--- src/rtl/if_fetch.sv ---
// ---------------------------------------------------------------------------
// if_fetch -- instruction-fetch stage of the 5-stage RV32I pipeline.
//
// Fetches one 32-bit instruction as four byte reads over the shared 8-bit
// memory port and assembles it little-endian. The assembled instruction is
// presented on pc/is with ok=1 and held until downstream accepts it
// (stall=0). A redirect (jmp) from decode/execute abandons any fetch in
// progress and restarts from the new, word-aligned target.
//
// Ports:
//   clk       in   1   clock, all state updates on rising edge
//   rst       in   1   synchronous active-high reset
//   stall     in   1   downstream cannot accept; hold current output
//   jmp       in   1   redirect request, valid this cycle
//   jmp_pc    in  32   redirect target (bits [1:0] forced to 0)
//   mem_busy  in   1   memory port owned by MEM stage; do not issue
//   mem_din   in   8   read data, valid the cycle after its mem_rd
//   mem_rd    out  1   byte read request (combinational)
//   mem_a     out 32   byte address (combinational)
//   pc        out 32   address of presented instruction (registered)
//   is        out 32   presented instruction, 0 when ok=0 (bubble)
//   ok        out  1   pc/is valid (registered)
// ---------------------------------------------------------------------------
module if_fetch #(
    parameter logic [31:0] RESET_PC = 32'h0
) (
    input  logic        clk,
    input  logic        rst,
    input  logic        stall,
    input  logic        jmp,
    input  logic [31:0] jmp_pc,
    input  logic        mem_busy,
    input  logic [7:0]  mem_din,
    output logic        mem_rd,
    output logic [31:0] mem_a,
    output logic [31:0] pc,
    output logic [31:0] is,
    output logic        ok
);

    // Number of byte reads issued / bytes captured for the current word.
    logic [2:0] issue_cnt;
    logic [2:0] recv_cnt;

    // High when a read was issued last cycle, i.e. mem_din carries a byte now.
    logic       inflight;

    // Lower three bytes of the word; byte 3 goes straight from mem_din into is.
    logic [7:0] b0;
    logic [7:0] b1;
    logic [7:0] b2;

    // A read goes out only while the port is ours, nothing is being
    // presented, and fewer than four bytes of the word have been requested.
    // The address is driven to zero when idle so the shared bus stays quiet.
    always_comb begin
        mem_rd = !rst && !jmp && !mem_busy && !ok && (issue_cnt < 3'd4);
        mem_a  = mem_rd ? (pc + {29'd0, issue_cnt}) : 32'd0;
    end

    // Sequential state. Reset beats redirect, redirect beats everything else.
    // Capture does not look at mem_busy: a byte requested last cycle always
    // arrives and must be taken, otherwise it would be lost. On the fourth
    // byte the word is assembled directly from mem_din to save a cycle.
    always_ff @(posedge clk) begin
        if (rst) begin
            pc        <= RESET_PC;
            issue_cnt <= 3'd0;
            recv_cnt  <= 3'd0;
            inflight  <= 1'b0;
            ok        <= 1'b0;
            is        <= 32'd0;
            b0        <= 8'd0;
            b1        <= 8'd0;
            b2        <= 8'd0;
        end else if (jmp) begin
            pc        <= {jmp_pc[31:2], 2'b00};
            issue_cnt <= 3'd0;
            recv_cnt  <= 3'd0;
            inflight  <= 1'b0;
            ok        <= 1'b0;
            is        <= 32'd0;
        end else begin
            inflight <= mem_rd;

            if (mem_rd) begin
                issue_cnt <= issue_cnt + 3'd1;
            end

            if (inflight) begin
                case (recv_cnt)
                    3'd0:    b0 <= mem_din;
                    3'd1:    b1 <= mem_din;
                    3'd2:    b2 <= mem_din;
                    default: ;
                endcase

                if (recv_cnt == 3'd3) begin
                    is        <= {mem_din, b2, b1, b0};
                    ok        <= 1'b1;
                    issue_cnt <= 3'd0;
                    recv_cnt  <= 3'd0;
                end else begin
                    recv_cnt <= recv_cnt + 3'd1;
                end
            end

            // Hand-off: downstream took the instruction, move to the next word.
            if (ok && !stall) begin
                ok <= 1'b0;
                is <= 32'd0;
                pc <= pc + 32'd4;
            end
        end
    end

endmodule

--- config.mk ---
export PLATFORM = sky130hd
export DESIGN_NAME = if_fetch
export DESIGN_NICKNAME = d
export VERILOG_FILES = /design/src/rtl/if_fetch.sv
export SDC_FILE = /design/constraint.sdc
export NUM_CORES = 1
export LEC_CHECK = 0
export ABC_AREA = 1
export BUFFER_PORTS_ARGS = -buffer_cell sky130_fd_sc_hd__buf_2
export CORE_MARGIN = 1.5
export CORE_UTILIZATION = 53
export CTS_BUF_LIST = sky130_fd_sc_hd__clkbuf_16
export CTS_CLUSTER_DIAMETER = 30
export DETAILED_ROUTE_END_ITERATION = 7
export PLACE_DENSITY = 0.9
export SYNTH_ARGS = -nofsm -noshare
export SYNTH_HDL_FRONTEND = slang
export SYNTH_SLANG_ARGS = --single-unit
--- constraint.sdc ---
create_clock -name clk -period 2 [get_ports clk]
set_clock_uncertainty 0.15 [all_clocks]
set_input_delay 0.2 -clock clk [delete_from_list [all_inputs] [get_ports clk]]
set_output_delay 0.2 -clock clk [all_outputs]
set_load 0.005 [all_outputs]
==> out/qor.csv <==
metric;value;unit
die area;10100;um^2
diode count;0;
DP Wirelength;11.1;mm
Worst-path clk slew;0.07;ns
Root Buffer;clkbuf_16;
pwr dens;584;nW/um^2
Worst VDD drop;0.000570;V
sequential-to-total area share from yosys stat;37.3;%
row count;35;
H-tree levels;3;
largest net degree at the start of global routing;35;
Worst Hold End;is[31];
Main synth FF type;dfxtp_1;
Post-synth EDFFs;0;
final worst setup slack;-0.426;ns
Syn Area/Cell;6.44;um^2
via count;6348;
CP Launch Type;register;
deepest clock path buffer count;2;
post-synthesis compound-gate area fraction;14.9;%
final wirelength;18.7;mm
worst-skew pair later-pin latency;0.35;ns
R2R cell count;9;
hold crit path type;in -> reg;
share of cells above drive strength 1;34.1;%
Total GRT Usage;34.1;%
worst-path fanout max;3;
pre-CTS setup slack;-0.0545;ns
number of global-route vias before repair;5811;
Gate Count Post-Synth;782;
top cells by instance count after synthesis;178 x nor2_1, 142 x nand2_1, 94 x dfxtp_1;
RSZ-0062 raised after global routing;yes;
antenna violation net count after detailed routing;0;
fillers;623;
leakage power figure;3.31;nW
relative slew slack;55.8;%
core area;9240;um^2
nets;1038;
die height;101;um
Core Util, Final;77.6;%
launching point of the worst reg2reg path;pc[3];
Crit-path slowest cell;dfxtp_2;
simple-gate share of the synthesized area;34.0;%
worst hold path depth;3;
Critical Path AT;2.08;ns
Final Cycle Share;121;%
mux cell area share after synthesis;0.199;%
Area growth syn-to-layout;42.3;%
most frequent cell on the critical path;ha_4;
WP data required;1.65;ns
first-pass GRT wire length;27.0;mm
IO Pins;143;
largest family of logic cells by synthesized area;simple AND/OR/NAND/NOR gates;
xor and xnor fraction of the mapped netlist area;2.61;%
cell taking the most area after synthesis;dfxtp_1;
outcome;finished with violations;
initial antenna violation count;0;
synthesized area;5040;um^2
Worst Tran Pin Value;0.663;ns
DR DRC count;0;
gr ovfl total;0;
HP Start;mem_din[7];
IO Port Bufs;138;
TNS Setup;-7.23;ns
WS Path Type;reg -> out;
fin cells;1118;
per-cell routed wire length;16.7;um
Yosys reg bits;94;
Placed Instances;1074;
worst path cell trace;ha_4 > ha_4 > nand2_4 > nor2_4 > nand2_2 > nor3_2 > a21oi_1 > nor2_1 > buf_2;
top cell type's share of synthesized area;37.3;%
CTS Buf Count;9;
Critical Path End Type;primary output;
adder-cell area share of the yosys netlist;2.23;%
Synth async-reset ratio;0;%
RePlAce Congestion;0.992;
failing checks;negative hold slack, negative setup slack;
worst reg2reg path endpoint;pc[30];
Initial Util;54.5;%
total power;4.19;mW
Via density;5.68;
FMAX;412;MHz
final setup fails;32;
Design Area, Final;7170;um^2
Critical path buffers and inverters;1;
crit-path max cell delay;0.35;ns
top post-synthesis cells by area;dfxtp_1 37%, nor2_1 13%, nand2_1 11%, o21ai_0 8.8%, inv_1 6.0%;
DRT iter0 DRCs;520;
Pre-antenna DRT Iters;5;
Final Max Tran Viols;0;
CTS tree;yes;
Area after DPL;6150;um^2
final worst path period need;2.43;ns
Final Hold Vio Count;2;
post-synth cell types;32;
clk sinks;94;
CP delay by family, top;simple AND/OR/NAND/NOR gates;
Die Wd;101;um
R2R setup slack;-0.03;ns
count leader, synth;nor2_1;
final hold slack;-0.00351;ns
total of max-cap violations;0;
synth warn;0;
==> cells in the final DEF (no fill, tap or decap), types with 3 or more instances in the layout <==
master	synthesis	routed
ha_1	9	7
xor2_1	12	11
a21oi_2	0	6
buf_2	8	137
nor2_2	14	23
o21ai_2	0	4
buf_6	0	13
nor2_1	178	158
a31oi_1	8	8
inv_1	80	75
nand3_4	0	3
dfxtp_1	94	78
o21ai_0	89	82
nand2_4	0	3
a21oi_1	42	36
buf_4	3	56
nor3_1	14	5
clkbuf_16	0	9
nand2_2	8	19
dfxtp_2	0	10
dfxtp_4	0	6
inv_2	1	4
nor3_2	0	7
inv_8	0	3
nand2_1	142	127
dlygate4sd3_1	0	10
nand4_1	3	3
nand3_1	39	37
nor2_4	5	16
==> worst min-delay path: stages <==
cell and delay, ns:
buf_2 0.12, nor2_1 0.05, nor2_1 0.08
==> where the power goes <==
group | switching, mW | total (mW) | internal (mW) | leakage (nW)
logic | 0.288 | 0.490 | 0.202 | 2.39
registers | 0.0554 | 1.97 | 1.91 | 0.771
clock network | 0.850 | 1.73 | 0.884 | 0.143
==> layer usage <==
layer	vias up	global-route usage (%)	wire length, um
met5	-	0	0
met4	0	19.8	1190
met3	124	6.38	1980
met2	454	57.8	8670
met1	2867	40.3	6880
li1	2903	-	-
==> kinds of logic (layout without fill, tap and decap cells) <==
group / after synthesis / after routing
AOI/OAI and AO/OA: 145 / 145
adders and majority gates: 9 / 9
other: 1 / 2
xor gates and xnor gates: 15 / 15
and+or+nand+nor: 408 / 408
muxes: 1 / 1
DFF: 94 / 94
buffers and inverters: 109 / 315
==> registers in the layout (all words and copies together) (netlist names) <==
signal     cells
is            32
pc            30
b0             8
b1             8
b2             8
issue_cnt      3
recv_cnt       3
inflight       1
ok             1
==> cell type report <==
type	count	area, um^2	area share (%)
Multi-Input combinational cell	580	3120	43.5
Sequential cell	94	1920	26.7
Timing Repair Buffer	216	1350	18.9
Inverter	83	323	4.50
Clock buffer	9	225	3.14
Tap cell	129	161	2.25
Clock inverter	7	72.6	1.01
==> worst max path at each step <==
stage | end | depth (start not counted) | startpoint | slack [ns]
global placement | mem_a[26] | 11 | issue_cnt[2] | -0.01
detailed placement | mem_a[26] | 11 | pc[2] | -0.05
CTS | mem_a[26] | 11 | issue_cnt[2] | -0.23
floorplan | mem_a[26] | 10 | pc[2] | 0.06
finish | mem_a[28] | 9 | issue_cnt[2] | -0.43
global route | mem_a[26] | 11 | issue_cnt[2] | -0.50
==> repair_timing <==
item / CTS / global route
hold buffers: 10 / 0
pin swaps: 26 / 12
resized for setup: 104 / 38
setup endpoints to repair: 29 / 33
buffers inserted: 12 / 9
endpoints found under the hold margin: 10 / 0
Power figures use the tool's default switching activity.
